[config.mk]
export PLATFORM = sky130hd
export DESIGN_NAME = jtag_tap_controller_flat
export DESIGN_NICKNAME = d
export VERILOG_FILES = /design/src/rtl/jtag_tap_controller_pkg.sv /design/src/rtl/jtag_tap_controller_if.sv /design/src/rtl/jtag_tap_controller_fsm.sv /design/src/rtl/jtag_tap_controller.sv /design/src/flat_wrapper.sv
export SDC_FILE = /design/constraint.sdc
export NUM_CORES = 1
export LEC_CHECK = 0
export CAP_MARGIN = 30
export CORE_MARGIN = 2
export CORE_UTILIZATION = 45
export CTS_CLUSTER_DIAMETER = 150
export DETAILED_ROUTE_END_ITERATION = 12
export GPL_TIMING_DRIVEN = 0
export PLACE_DENSITY = 0.7
export RECOVER_POWER = 50
export SYNTH_ARGS = -nofsm -noshare
export SYNTH_HDL_FRONTEND = slang
export SYNTH_SLANG_ARGS = --single-unit
[constraint.sdc]
create_clock -name clk -period 3 [get_ports clk]
set_clock_uncertainty 0.1 [all_clocks]
set_input_delay 0.45 -clock clk [delete_from_list [all_inputs] [get_ports clk]]
set_output_delay 0.45 -clock clk [all_outputs]
set_load 0.005 [all_outputs]
[src/rtl/jtag_tap_controller_pkg.sv]
// -----------------------------------------------------------------------------
// jtag_tap_controller_pkg
// Shared types and constants for the JTAG TAP controller:
//   - JtagTapStateEnum           : 4-bit encoding of the 16 TAP states
//   - JtagInstructionOpcodeEnum  : recognised instruction opcodes
//   - JtagInstructionWidthEnum / JtagTestVectorWidthEnum : legal widths
//   - DEFAULT_IDCODE             : default IDCODE (bit 0 set as 1149.1 requires)
//   - decode_dr_select()         : maps an opcode to the data register it selects
// -----------------------------------------------------------------------------
package jtag_tap_controller_pkg;

    typedef enum logic [3:0] {
        TAP_TEST_LOGIC_RESET = 4'd0,
        TAP_RUN_TEST_IDLE    = 4'd1,
        TAP_SELECT_DR        = 4'd2,
        TAP_CAPTURE_DR       = 4'd3,
        TAP_SHIFT_DR         = 4'd4,
        TAP_EXIT1_DR         = 4'd5,
        TAP_PAUSE_DR         = 4'd6,
        TAP_EXIT2_DR         = 4'd7,
        TAP_UPDATE_DR        = 4'd8,
        TAP_SELECT_IR        = 4'd9,
        TAP_CAPTURE_IR       = 4'd10,
        TAP_SHIFT_IR         = 4'd11,
        TAP_EXIT1_IR         = 4'd12,
        TAP_PAUSE_IR         = 4'd13,
        TAP_EXIT2_IR         = 4'd14,
        TAP_UPDATE_IR        = 4'd15
    } JtagTapStateEnum;

    typedef enum logic [1:0] {
        OP_BYPASS     = 2'd0,
        OP_IDCODE     = 2'd1,
        OP_TESTVECTOR = 2'd2
    } JtagInstructionOpcodeEnum;

    // Legal parameter values for the controller.
    typedef enum int {
        INSTR_WIDTH_3 = 3,
        INSTR_WIDTH_4 = 4,
        INSTR_WIDTH_5 = 5
    } JtagInstructionWidthEnum;

    typedef enum int {
        TEST_VECTOR_WIDTH_8  = 8,
        TEST_VECTOR_WIDTH_16 = 16,
        TEST_VECTOR_WIDTH_24 = 24,
        TEST_VECTOR_WIDTH_32 = 32
    } JtagTestVectorWidthEnum;

    localparam logic [31:0] DEFAULT_IDCODE = 32'h1234_5677;

    // Which data register sits between tdi and tdo in the DR column.
    typedef enum logic [1:0] {
        DR_SEL_BYPASS     = 2'd0,
        DR_SEL_IDCODE     = 2'd1,
        DR_SEL_TESTVECTOR = 2'd2
    } dr_select_e;

    // Opcode arrives zero-extended to 8 bits so one function serves every
    // legal instruction width. Unknown opcodes fall back to bypass.
    function automatic dr_select_e decode_dr_select(input logic [7:0] opcode);
        dr_select_e sel;
        sel = DR_SEL_BYPASS;
        if (opcode == 8'(OP_IDCODE)) begin
            sel = DR_SEL_IDCODE;
        end else if (opcode == 8'(OP_TESTVECTOR)) begin
            sel = DR_SEL_TESTVECTOR;
        end
        return sel;
    endfunction

endpackage

[src/rtl/jtag_tap_controller_if.sv]
// -----------------------------------------------------------------------------
// jtag_tap_controller_if
// Pin-side JTAG signals plus the parallel test-vector ports of the TAP.
//   tms, tdi           : serial control/data from the JTAG master
//   tdo, tdoEnable     : serial data back, enable high in Shift-IR/Shift-DR
//   tapState           : current TAP state (debug/observation)
//   instruction        : active instruction register
//   testVectorIn       : parallel capture value for the test-vector register
//   testVectorOut      : parallel update value from the test-vector register
//   updateValid        : strobe for testVectorOut
// Handshake: updateValid is a one-cycle strobe with no ready/backpressure; the
// consumer must take testVectorOut in the cycle updateValid is high (the value
// then stays stable until the next update or reset).
// Modports: master = JTAG driver / test logic side, slave = the TAP controller.
// -----------------------------------------------------------------------------
interface jtag_tap_controller_if
    import jtag_tap_controller_pkg::*;
#(
    parameter int INSTR_WIDTH       = 5,
    parameter int TEST_VECTOR_WIDTH = 32
) ();

    logic                         tms;
    logic                         tdi;
    logic                         tdo;
    logic                         tdoEnable;
    JtagTapStateEnum              tapState;
    logic [INSTR_WIDTH-1:0]       instruction;
    logic [TEST_VECTOR_WIDTH-1:0] testVectorIn;
    logic [TEST_VECTOR_WIDTH-1:0] testVectorOut;
    logic                         updateValid;

    modport master (
        output tms, tdi, testVectorIn,
        input  tdo, tdoEnable, tapState, instruction, testVectorOut, updateValid
    );

    modport slave (
        input  tms, tdi, testVectorIn,
        output tdo, tdoEnable, tapState, instruction, testVectorOut, updateValid
    );

endinterface

[src/rtl/jtag_tap_controller_fsm.sv]
// -----------------------------------------------------------------------------
// jtag_tap_fsm
// 16-state IEEE 1149.1 TAP state machine driven by tms.
//   i_clk   : TCK
//   i_reset : synchronous active-high reset, forces Test-Logic-Reset
//   i_tms   : test mode select
//   o_state : current (registered) TAP state
// -----------------------------------------------------------------------------
module jtag_tap_fsm
    import jtag_tap_controller_pkg::*;
(
    input  logic            i_clk,
    input  logic            i_reset,
    input  logic            i_tms,
    output JtagTapStateEnum o_state
);

    JtagTapStateEnum r_state;

    always_ff @(posedge i_clk) begin
        if (i_reset) begin
            r_state <= TAP_TEST_LOGIC_RESET;
        end else begin
            case (r_state)
                TAP_TEST_LOGIC_RESET: r_state <= i_tms ? TAP_TEST_LOGIC_RESET : TAP_RUN_TEST_IDLE;
                TAP_RUN_TEST_IDLE:    r_state <= i_tms ? TAP_SELECT_DR        : TAP_RUN_TEST_IDLE;
                TAP_SELECT_DR:        r_state <= i_tms ? TAP_SELECT_IR        : TAP_CAPTURE_DR;
                TAP_CAPTURE_DR:       r_state <= i_tms ? TAP_EXIT1_DR         : TAP_SHIFT_DR;
                TAP_SHIFT_DR:         r_state <= i_tms ? TAP_EXIT1_DR         : TAP_SHIFT_DR;
                TAP_EXIT1_DR:         r_state <= i_tms ? TAP_UPDATE_DR        : TAP_PAUSE_DR;
                TAP_PAUSE_DR:         r_state <= i_tms ? TAP_EXIT2_DR         : TAP_PAUSE_DR;
                TAP_EXIT2_DR:         r_state <= i_tms ? TAP_UPDATE_DR        : TAP_SHIFT_DR;
                TAP_UPDATE_DR:        r_state <= i_tms ? TAP_SELECT_DR        : TAP_RUN_TEST_IDLE;
                TAP_SELECT_IR:        r_state <= i_tms ? TAP_TEST_LOGIC_RESET : TAP_CAPTURE_IR;
                TAP_CAPTURE_IR:       r_state <= i_tms ? TAP_EXIT1_IR         : TAP_SHIFT_IR;
                TAP_SHIFT_IR:         r_state <= i_tms ? TAP_EXIT1_IR         : TAP_SHIFT_IR;
                TAP_EXIT1_IR:         r_state <= i_tms ? TAP_UPDATE_IR        : TAP_PAUSE_IR;
                TAP_PAUSE_IR:         r_state <= i_tms ? TAP_EXIT2_IR         : TAP_PAUSE_IR;
                TAP_EXIT2_IR:         r_state <= i_tms ? TAP_UPDATE_IR        : TAP_SHIFT_IR;
                TAP_UPDATE_IR:        r_state <= i_tms ? TAP_SELECT_DR        : TAP_RUN_TEST_IDLE;
                default:              r_state <= TAP_TEST_LOGIC_RESET;
            endcase
        end
    end

    assign o_state = r_state;

endmodule

[src/rtl/jtag_tap_controller.sv]
// -----------------------------------------------------------------------------
// jtag_tap_controller
// IEEE 1149.1-style TAP with bypass, IDCODE and a parallel test-vector register.
//   clk     : TCK, all state changes on the rising edge
//   reset   : synchronous active-high reset
//   io_jtag : slave modport carrying tms/tdi/tdo/tdoEnable, tapState,
//             instruction, testVectorIn/Out and updateValid
// Parameters:
//   INSTR_WIDTH       : 3..5, instruction register width
//   TEST_VECTOR_WIDTH : 8/16/24/32, test-vector register width
//   IDCODE_VALUE      : value captured for IDCODE scans (bit 0 must be 1)
// -----------------------------------------------------------------------------
module jtag_tap_controller
    import jtag_tap_controller_pkg::*;
#(
    parameter int          INSTR_WIDTH       = 5,
    parameter int          TEST_VECTOR_WIDTH = 32,
    parameter logic [31:0] IDCODE_VALUE      = DEFAULT_IDCODE
) (
    input  logic                         clk,
    input  logic                         reset,
    jtag_tap_controller_if.slave         io_jtag
);

    localparam logic [INSTR_WIDTH-1:0] OPC_IDCODE = INSTR_WIDTH'(OP_IDCODE);
    // Capture pattern required by 1149.1: two LSBs are 01.
    localparam logic [INSTR_WIDTH-1:0] IR_CAPTURE = {{(INSTR_WIDTH-2){1'b0}}, 2'b01};

    JtagTapStateEnum                w_state;
    dr_select_e                     w_dr_sel;
    logic                           w_enter_tlr;
    logic                           w_enter_update_dr;
    logic                           w_tdo;

    logic [INSTR_WIDTH-1:0]         r_instruction;
    logic [INSTR_WIDTH-1:0]         r_ir_shift;
    logic                           r_bypass;
    logic [31:0]                    r_idcode_shift;
    logic [TEST_VECTOR_WIDTH-1:0]   r_tv_shift;
    logic [TEST_VECTOR_WIDTH-1:0]   r_tv_out;
    logic                           r_update_valid;

    jtag_tap_fsm u_fsm (
        .i_clk   (clk),
        .i_reset (reset),
        .i_tms   (io_jtag.tms),
        .o_state (w_state)
    );

    assign w_dr_sel = decode_dr_select({{(8-INSTR_WIDTH){1'b0}}, r_instruction});

    // The two transitions whose side effects must be visible in the target
    // state's own cycle are decoded here from the current state and tms, so
    // the registers load on the same edge the FSM moves.
    assign w_enter_tlr       = io_jtag.tms &&
                               ((w_state == TAP_TEST_LOGIC_RESET) || (w_state == TAP_SELECT_IR));
    assign w_enter_update_dr = io_jtag.tms &&
                               ((w_state == TAP_EXIT1_DR) || (w_state == TAP_EXIT2_DR));

    always_ff @(posedge clk) begin
        if (reset) begin
            r_instruction  <= OPC_IDCODE;
            r_ir_shift     <= '0;
            r_bypass       <= 1'b0;
            r_idcode_shift <= '0;
            r_tv_shift     <= '0;
            r_tv_out       <= '0;
            r_update_valid <= 1'b0;
        end else begin
            r_update_valid <= 1'b0;

            case (w_state)
                TAP_CAPTURE_IR: r_ir_shift    <= IR_CAPTURE;
                TAP_SHIFT_IR:   r_ir_shift    <= {io_jtag.tdi, r_ir_shift[INSTR_WIDTH-1:1]};
                TAP_UPDATE_IR:  r_instruction <= r_ir_shift;
                TAP_CAPTURE_DR: begin
                    case (w_dr_sel)
                        DR_SEL_IDCODE:     r_idcode_shift <= IDCODE_VALUE;
                        DR_SEL_TESTVECTOR: r_tv_shift     <= io_jtag.testVectorIn;
                        default:           r_bypass       <= 1'b0;
                    endcase
                end
                TAP_SHIFT_DR: begin
                    case (w_dr_sel)
                        DR_SEL_IDCODE:     r_idcode_shift <= {io_jtag.tdi, r_idcode_shift[31:1]};
                        DR_SEL_TESTVECTOR: r_tv_shift     <= {io_jtag.tdi, r_tv_shift[TEST_VECTOR_WIDTH-1:1]};
                        default:           r_bypass       <= io_jtag.tdi;
                    endcase
                end
                default: ;
            endcase

            if (w_enter_update_dr && (w_dr_sel == DR_SEL_TESTVECTOR)) begin
                r_tv_out       <= r_tv_shift;
                r_update_valid <= 1'b1;
            end

            if (w_enter_tlr) begin
                r_instruction <= OPC_IDCODE;
                r_ir_shift    <= '0;
            end
        end
    end

    // tdo is the LSB of whichever register is currently in its shift state.
    always_comb begin
        w_tdo = 1'b0;
        case (w_state)
            TAP_SHIFT_IR: w_tdo = r_ir_shift[0];
            TAP_SHIFT_DR: begin
                case (w_dr_sel)
                    DR_SEL_IDCODE:     w_tdo = r_idcode_shift[0];
                    DR_SEL_TESTVECTOR: w_tdo = r_tv_shift[0];
                    default:           w_tdo = r_bypass;
                endcase
            end
            default: ;
        endcase
    end

    assign io_jtag.tdo           = w_tdo;
    assign io_jtag.tdoEnable     = (w_state == TAP_SHIFT_IR) || (w_state == TAP_SHIFT_DR);
    assign io_jtag.tapState      = w_state;
    assign io_jtag.instruction   = r_instruction;
    assign io_jtag.testVectorOut = r_tv_out;
    assign io_jtag.updateValid   = r_update_valid;

endmodule

[src/flat_wrapper.sv]
// flat-port wrapper written by rule: the top's interface ports become plain ports
module jtag_tap_controller_flat import jtag_tap_controller_pkg::*;
#(
    parameter int          INSTR_WIDTH       = 5,
    parameter int          TEST_VECTOR_WIDTH = 32,
    parameter logic [31:0] IDCODE_VALUE      = DEFAULT_IDCODE
)
  (clk, reset, io_jtag_tms, io_jtag_tdi, io_jtag_testVectorIn, io_jtag_tdo, io_jtag_tdoEnable, io_jtag_tapState, io_jtag_instruction, io_jtag_testVectorOut, io_jtag_updateValid);
  jtag_tap_controller_if #(.INSTR_WIDTH(INSTR_WIDTH), .TEST_VECTOR_WIDTH(TEST_VECTOR_WIDTH)) io_jtag_i ();
  input  logic clk;
  input  logic reset;
  input wire logic [$bits(io_jtag_i.tms)-1:0] io_jtag_tms;
  input wire logic [$bits(io_jtag_i.tdi)-1:0] io_jtag_tdi;
  input wire logic [$bits(io_jtag_i.testVectorIn)-1:0] io_jtag_testVectorIn;
  output wire logic [$bits(io_jtag_i.tdo)-1:0] io_jtag_tdo;
  output wire logic [$bits(io_jtag_i.tdoEnable)-1:0] io_jtag_tdoEnable;
  output wire logic [$bits(io_jtag_i.tapState)-1:0] io_jtag_tapState;
  output wire logic [$bits(io_jtag_i.instruction)-1:0] io_jtag_instruction;
  output wire logic [$bits(io_jtag_i.testVectorOut)-1:0] io_jtag_testVectorOut;
  output wire logic [$bits(io_jtag_i.updateValid)-1:0] io_jtag_updateValid;
  assign io_jtag_i.tms = io_jtag_tms;
  assign io_jtag_i.tdi = io_jtag_tdi;
  assign io_jtag_i.testVectorIn = io_jtag_testVectorIn;
  assign io_jtag_tdo = io_jtag_i.tdo;
  assign io_jtag_tdoEnable = io_jtag_i.tdoEnable;
  assign io_jtag_tapState = io_jtag_i.tapState;
  assign io_jtag_instruction = io_jtag_i.instruction;
  assign io_jtag_testVectorOut = io_jtag_i.testVectorOut;
  assign io_jtag_updateValid = io_jtag_i.updateValid;
  jtag_tap_controller #(.INSTR_WIDTH(INSTR_WIDTH), .TEST_VECTOR_WIDTH(TEST_VECTOR_WIDTH), .IDCODE_VALUE(IDCODE_VALUE)) u_core (.clk(clk), .reset(reset), .io_jtag(io_jtag_i));
endmodule
==> impl_metrics.toml, run 1 <==
[clock_network]
cts_inserted_buffers = 9
insertion_delay_ps = 380
cts_tree = "built"
clockBufferDepth = 2
cts.sinks = 112
root_buffer = "clkbuf_8"
h-tree-depth = 3
cts_hold_buffers = 0
cts_setup_buffers = 0
clk_pin_slew_ps = 110

[power_and_ir_drop]
sw_frac_of_total = 0.250
finalPower_uw = 2610
peakVddDrop_uv = 306
power_leakage_uw = 0.00206
powerDensity_mw_per_mm2 = 454
internal-power_uw = 1960
p_clk_frac = 0.342
combPwrFrac = 0.078
switching_power_uw = 651
seq_power_share = 0.579

[cells_and_area]
fin_cells = 765
diodes = 0
nets = 663
area_growth_pct = 25.2
drive_above_1_share = 0.0981
final_area_mm2 = 0.00574

[synth]
async_reset_ff_frac = 0
synth_sequential_area_ratio = 0.489
synth_most_common_cell = "nand2_1"
synth_cell_types = 46
synth_top_area_frac = 0.489
yosysTopAreaCell = "dfxtp_1"
synth_cells = 538
ys_ff_latch = 112
yosys-top-cells-area = "dfxtp_1 (49%), nand2_1 (11%), a311oi_2 (8.2%)"
syn_nets = 574
syn-mean-instance-area_um2 = 8.52
synth-main-ff-cell = "dfxtp_1"
synth_edf_count = 0
yosysWarnings = 0
synthTopCellsByCount = "nand2_1 (138), dfxtp_1 (112), nor2_1 (71), a21oi_1 (44), clkbuf_1 (29)"
syn_area_mm2 = 0.00458

[min_path]
hp-class = "reg2reg"

[floorplanning]
die-area_mm2 = 0.0110
io_pins = 80
chipWidth_um = 105
placementRows = 36
die-height_um = 105
core_area_mm2 = 0.00982
floorplan.initialDensity = 0.467

[route]
vias_per_cell = 5.39
wirelength_um = 11200
drtAntennaViolNets = 0
drc = 0
wire_per_inst_um = 14.7
firstDrtPassIters = 4
drt_iter0_drc = 280
vias = 4120

[grt]
grtUsageMet1 = 0.272
track_usage = 0.205
use_met2 = 0.339
grt.overflow.total = 0
antenna_found_initial = 0
grt_start_max_net_pins = 20
grt_pass1_wl_um = 18600
grt_pass1_vias = 3864
grt.busiest_layer = "met2"
use_met3 = 0.0393

[placed_design]
hpwl_um = 8060
portBuffers = 79
post-place-ws_ps = -6.83
placed_cells = 750
gp_congestion = 0.800
placed_area_mm2 = 0.00554

[sta]
fin_ws_ps = 96.8
slew_headroom = 0.376
fin_crit_sh = 0.968
max_freq_ghz = 0.344
rsz0062_at_grt = "no"
whs_ps = 352
hold_viol = 0
timing.final.crit_period_ps = 2900
setup_viol = 0
tightest_slew_ps = 928
maxSlewViolCount = 0

[status]
status = "completed"

[setup_path]
cp.required_ps = 2450
cp.arrival_ps = 2350
critPathSlowestCell = "or4b_1"
cp-start-kind = "flip-flop"
slowest_delay_ps = 550
crit_chain = "buf_2 > or4b_1 > buf_4 > o21ai_2 > clkdlybuf4s50_1"
end_kind = "primary output"
crit_fanout = 18
worstSetupPathType = "reg2out"

[run]
timing.max_cap.violations = 0
## final timing paths
path / cells after the start / slack [ps] / end / start
hold / removal: 2 / 350 / u_core.io_jtag.testVectorOut[22] / u_core.io_jtag.testVectorOut[22]
setup / recovery: 5 / 100 / io_jtag_tdo / u_core.u_fsm.o_state[1]
hold reg to reg: 2 / 350 / u_core.io_jtag.testVectorOut[22] / u_core.io_jtag.testVectorOut[22]
setup reg to reg: 7 / 240 / u_core.r_idcode_shift[16] / u_core.u_fsm.o_state[1]
## power groups by stage
| stage | combinational [uW] | sequential [uW] | clock, uW |
|---|---|---|---|
| 2_1_floorplan | 115 | 1540 | 0 |
| 3_3_place_gp | 200 | 1540 | 0 |
| 3_5_place_dp | 204 | 1540 | 0 |
| 4_1_cts | 206 | 1510 | 911 |
| 5_1_grt | 222 | 1510 | 973 |
| 6_report | 204 | 1510 | 892 |
## kinds of logic (layout without fill, tap and decap cells)
family | after synthesis | after routing | synth area share
and+or+nand+nor | 242 | 242 | 0.219
AOI/OAI and AO/OA | 128 | 128 | 0.227
DFF | 112 | 112 | 0.489
buffers and inverters | 48 | 142 | 0.0483
muxes | 6 | 6 | 0.0131
xor gates and xnor gates | 2 | 2 | 0.00382
## final cells by class
class	instances	area [um2]
clock inverters	5	46.3
well taps	133	166
repair buffers	79	791
inverters	3	11.3
clock buffers	11	151
fillers	922	4080
flip-flops and latches	112	2240
multi-input cells	378	2110
plain buffers	44	216
## metrics by stage
step           TNS [ps]   util
3_5_place_dp      -6.83  0.564
2_1_floorplan         0      -
6_report              0  0.584
4_1_cts               0  0.586
5_1_grt               0  0.584
3_3_place_gp          0  0.564
## routing by layer
layer | vias up | routed length (um)
li1 | 2041 | -
met1 | 1977 | 5300
met2 | 89 | 5310
met3 | 13 | 473
met4 | 0 | 140
met5 | - | 0
## timing repair
action / in CTS / in global routing
cloned: 0 / 0
gates resized for setup: 7 / 3
endpoints found under the setup margin: 2 / 2
## worst max-delay path, delay by kind of cell, from the launching register on
kind                   cells  cell delay [ps]
buffers and inverters      3              920
DFF                        1              310
AOI/OAI and AO/OA          1              190
and+or+nand+nor            1              550
## registers in the layout (all words and copies together), names as in the netlist
signal / count
u_core.io_jtag.instruction: 5
u_core.io_jtag.testVectorOut: 32
u_core.io_jtag.updateValid: 1
u_core.r_bypass: 1
u_core.r_idcode_shift: 32
u_core.r_ir_shift: 5
u_core.r_tv_shift: 32
u_core.u_fsm.o_state: 4
## cells in the final DEF (no fill, tap or decap), drive strengths merged, types with 2 or more instances in the layout
cell / n
nor3: 4
nand2b: 2
a22oi: 17
nand2: 138
nand4: 3
or4: 2
clkbuf: 41
dfxtp: 112
o22ai: 15
a21oi: 44
clkinv: 2
clkdlybuf4s50: 35
buf: 14
o21ai: 6
dlygate4sd3: 44
nor2: 71
a311oi: 32
a22o: 2
nand3: 8
nor2b: 5
a211oi: 4
inv: 6
mux2i: 6
No activity file was read; power rests on OpenSTA's default activity.
==> inputs of run 2 (changes only) <==
Settings changed: CORE_ASPECT_RATIO from default to 0.8.
==> run 2 against run 1 <==
  * Setup slack improved by 11 ps
  * Non-clock buffer count decreased by 1
  * Routed wire length decreased by 0.53%
  * Sequential share of layout area decreased by 0.85 points
  * Critical endpoint unchanged
  * First-iteration DRC count increased by 3.9%
  * Clock power increased by 43%
  * Critical path depth unchanged
  * Fmax increased by 0.38%
  * Total power increased by 15%
  * Highest routed layer unchanged
  * Die area about the same
  * Combinational power about the same
  * Largest cell class unchanged
==> impl_metrics.toml, run 2 (same netlist as run 1, synthesis figures left out) <==
[sta]
timing.final.crit_period_ps = 2890
slew_headroom = 0.429
maxSlewViolCount = 0
setup_viol = 0
hold_viol = 0
rsz0062_at_grt = "no"
fin_crit_sh = 0.964
max_freq_ghz = 0.346
tightest_slew_ps = 849

[route]
firstDrtPassIters = 5
wire_per_inst_um = 14.6
drc = 0
vias = 4133
vias_per_cell = 5.39
drt_iter0_drc = 291
drtAntennaViolNets = 0
wirelength_um = 11200

[clock_network]
root_buffer = "clkbuf_16"
cts_hold_buffers = 0
h-tree-depth = 3
insertion_delay_ps = 340
clockBufferDepth = 2
clk_pin_slew_ps = 70
cts_inserted_buffers = 9
cts_tree = "built"
cts.sinks = 112
cts_setup_buffers = 0

[grt]
grt.overflow.total = 0
track_usage = 0.217
grt_pass1_vias = 3899
grt.busiest_layer = "met2"
use_met3 = 0.0465
grt_start_max_net_pins = 19
use_met2 = 0.338
grtUsageMet1 = 0.306
antenna_found_initial = 0
grt_pass1_wl_um = 18900

[cells_and_area]
area_growth_pct = 28.0
fin_cells = 767
diodes = 0
final_common_cell = "nand2_1"
drive_above_1_share = 0.0919
nets = 662
final_cell_mix = "nand2_1 (138), dfxtp_1 (112), nor2_1 (71)"

[run]
timing.max_cap.violations = 0

[power_and_ir_drop]
peakVddDrop_uv = 507
power_leakage_uw = 0.00210
switching_power_uw = 663
p_clk_frac = 0.427
combPwrFrac = 0.068
internal-power_uw = 2330
powerDensity_mw_per_mm2 = 510
sw_frac_of_total = 0.221
finalPower_uw = 2990
seq_power_share = 0.505

[placed_design]
portBuffers = 79
placed_cells = 753
gp_congestion = 0.879
hpwl_um = 7980

[setup_path]
cp.required_ps = 2450
end_kind = "primary output"
crit_path_end = "io_jtag_tdo"
cp.arrival_ps = 2340
worstSetupPathType = "reg2out"
reg2regPathDepth = 7
timing.rr.end = "u_core.r_idcode_shift[25]"
crit_fanout = 18
cp-start-kind = "flip-flop"
reg2reg_from = "u_core.u_fsm.o_state[1]"
rrSetupSlack_ps = 230
worstSetupStartpoint = "u_core.u_fsm.o_state[1]"

[floorplanning]
chipWidth_um = 117
placementRows = 32
floorplan.initialDensity = 0.469
die-height_um = 94.3
core_area_mm2 = 0.00977
io_pins = 80
die-area_mm2 = 0.0110

[min_path]
hp-class = "reg2reg"
hold-path-cell-count = 2

[status]
status = "completed"
==> run 2: worst min path at each step <==
| stage | startpoint | end | slack, ps |
|---|---|---|---|
| floorplan | u_core.r_idcode_shift[31] | u_core.r_idcode_shift[31] | 330 |
| global placement | u_core.io_jtag.testVectorOut[4] | u_core.io_jtag.testVectorOut[4] | 340 |
| detailed placement | u_core.io_jtag.testVectorOut[16] | u_core.io_jtag.testVectorOut[16] | 340 |
| CTS | u_core.io_jtag.testVectorOut[16] | u_core.io_jtag.testVectorOut[16] | 350 |
| global route | u_core.io_jtag.testVectorOut[6] | u_core.io_jtag.testVectorOut[6] | 360 |
| finish | u_core.io_jtag.testVectorOut[6] | u_core.io_jtag.testVectorOut[6] | 350 |
==> run 2: final cells by class <==
type	count	area (um2)
Tap cell	136	170
Clock inverter	6	92.6
Inverter	3	11.3
Sequential cell	112	2240
Timing Repair Buffer	79	791
Clock buffer	10	229
Fill cell	900	3910
Multi-Input combinational cell	378	2120
Buffer	43	211
==> run 2: worst max-delay path: stages, from the launching register on <==
cell and delay, ps:
dfxtp_1 320, buf_2 180, or4b_1 600, buf_6 200, o21ai_1 180, clkdlybuf4s50_1 520
==> run 2: metal layers <==
layer	vias up	routed length, um
li1	2055	-
met1	1958	5540
met2	111	5010
met3	9	510
met5	-	0
met4	0	103
==> run 2: timing repair <==
item                       in CTS  in global routing
pin swaps                       0                  0
gates resized for setup         6                  2
setup endpoints to repair       2                  2
hold endpoints to repair        0                  0
==> run 2: per-stage QoR <==
step                      area (um2)  TNS, ps  hold WS, ps  setup WS (ps)   util
after floorplan                 4580        0          332            811      -
after global placement          5540    -6.54          339          -6.54  0.567
after detailed placement        5540    -15.6          343          -15.6  0.567
after CTS                       5880        0          353           53.9  0.601
after global routing            5860        0          361           27.5  0.600
final                           5860        0          348            108  0.600
==> run 2: power groups by stage <==
stage	Sequential [uW]	Clock (uW)	Combinational, uW
floorplan	1540	0	115
global placement	1540	0	199
detailed placement	1540	0	202
CTS	1510	1300	204
global route	1510	1360	224
finish	1510	1280	203
==> inputs of run 3 (changes only) <==
Settings changed: CAP_MARGIN 30 to default, CTS_BUF_LIST from default to sky130_fd_sc_hd__clkbuf_2 sky130_fd_sc_hd__clkbuf_4 sky130_fd_sc_hd__clkbuf_8.
==> run 3 against run 2 <==
  * Die area unchanged
  * Largest power group unchanged
  * Sequential share of layout area up 0.69 points
  * Sequential power hardly changed
  * Cell count is the same
==> impl_metrics.toml, run 3 (same netlist as run 1, synthesis figures left out) <==
[cells_and_area]
fin_cells = 767
fin_util = 0.590
final_cell_mix = "nand2_1 (138), dfxtp_1 (112), nor2_1 (71)"
final_common_cell = "nand2_1"
area_growth_pct = 25.7
nets = 662
diodes = 0
drive_above_1_share = 0.0935

[placed_design]
hpwl_um = 7980
post-place-ws_ps = -15.6
gp_congestion = 0.879
portBuffers = 79
placed_cells = 753

[floorplanning]
io_pins = 80
die-area_mm2 = 0.0110
placementRows = 32
floorplan.initialDensity = 0.469
die-height_um = 94.3
chipWidth_um = 117
core_area_mm2 = 0.00977

[setup_path]
cp-start-kind = "flip-flop"
worstSetupPathType = "reg2out"
end_kind = "primary output"
reg2regPathDepth = 7
rrSetupSlack_ps = 260
cp.arrival_ps = 2340
cp.depth = 5
critical_path_buf_inv_count = 3
critPathSlowestCell = "or4b_4"
crit_chain = "buf_2 > or4b_4 > buf_6 > o21ai_1 > clkdlybuf4s50_1"
cp.required_ps = 2450
slowest_delay_ps = 570
cp_top_family = "buffers and inverters"
reg2reg_from = "u_core.u_fsm.o_state[1]"
crit_fanout = 18
timing.rr.end = "u_core.r_idcode_shift[29]"

[route]
drtAntennaViolNets = 0
drc = 0
drt_iter0_drc = 287
vias_per_cell = 5.35
wire_per_inst_um = 14.4
firstDrtPassIters = 5
wirelength_um = 11100
vias = 4106

[status]
status = "completed"

[clock_network]
clk_pin_slew_ps = 110
cts_inserted_buffers = 9
cts.sinks = 112
insertion_delay_ps = 380
root_buffer = "clkbuf_8"
clockBufferDepth = 2
cts_setup_buffers = 0
h-tree-depth = 3
cts_tree = "built"

[power_and_ir_drop]
finalPower_uw = 2710
powerDensity_mw_per_mm2 = 470
peakVddDrop_uv = 338
power_leakage_uw = 0.00205

[min_path]
hold-path-cell-count = 2
hp-class = "reg2reg"
min_delay_worst_endpoint = "u_core.io_jtag.testVectorOut[6]"
hold_start = "u_core.io_jtag.testVectorOut[6]"

[grt]
grt_pass1_vias = 3897
track_usage = 0.215
grt_pass1_wl_um = 18700
antenna_found_initial = 0
grt.overflow.total = 0
grt_start_max_net_pins = 19

[sta]
timing.final.crit_period_ps = 2890
whs_ps = 353
slew_headroom = 0.422
setup_viol = 0
tightest_slew_ps = 859
maxSlewViolCount = 0
max_freq_ghz = 0.345
fin_ws_ps = 105
fin_crit_sh = 0.965
hold_viol = 0
rsz0062_at_grt = "no"

[run]
timing.max_cap.violations = 0
==> run 3: through the flow <==
step	cell area [um2]	TNS, ps
6_report	5760	0
4_1_cts	5780	0
3_5_place_dp	5540	-15.6
2_1_floorplan	4580	0
5_1_grt	5760	0
3_3_place_gp	5540	-6.54
==> run 3: worst register-to-register path, stage by stage (launching register included) <==
cell and delay (ps):
dfxtp_1 330, buf_2 180, or4b_4 570, buf_6 190, nor3_1 670, clkbuf_1 410, a22oi_1 130, nor2_1 110
==> run 3: area by class of cell <==
class / count / area, um2
fillers: 918 / 4010
clock buffers: 10 / 131
inverters: 3 / 11.3
well taps: 136 / 170
plain buffers: 43 / 210
clock inverters: 6 / 92.6
repair buffers: 79 / 791
flip-flops and latches: 112 / 2240
multi-input cells: 378 / 2110
==> run 3: layer usage <==
layer  global-route usage  wire length (um)  vias up
li1                     -                 -     2044
met1                0.302              5450     1946
met2                0.333              4950      107
met3               0.0471               556        9
met4               0.0569               111        0
met5                    0                 0        -
==> run 3: worst max-delay path by stage <==
stage | end | start | slack [ps]
6_report | io_jtag_tdo | u_core.u_fsm.o_state[1] | 110
5_1_grt | io_jtag_tdo | u_core.u_fsm.o_state[3] | 20
4_1_cts | io_jtag_tdo | u_core.u_fsm.o_state[1] | 6
3_5_place_dp | io_jtag_tdoEnable | u_core.u_fsm.o_state[3] | -20
3_3_place_gp | io_jtag_tdoEnable | u_core.u_fsm.o_state[3] | -7
2_1_floorplan | u_core.r_tv_shift[10] | u_core.u_fsm.o_state[1] | 810
==> run 3: power breakdown <==
group	switching [uW]	internal, uW	leakage, uW	total, uW
sequential	9.03	1500	0.000903	1510
combinational	111	90.7	0.00104	202
clock	512	484	0.000107	996
total	632	2080	0.00205	2710
==> run 3: what timing repair did <==
action | CTS | global route
hold buffers | 0 | 0
resized for setup | 6 | 2
setup endpoints to repair | 2 | 2
hold endpoints to repair | 0 | 0
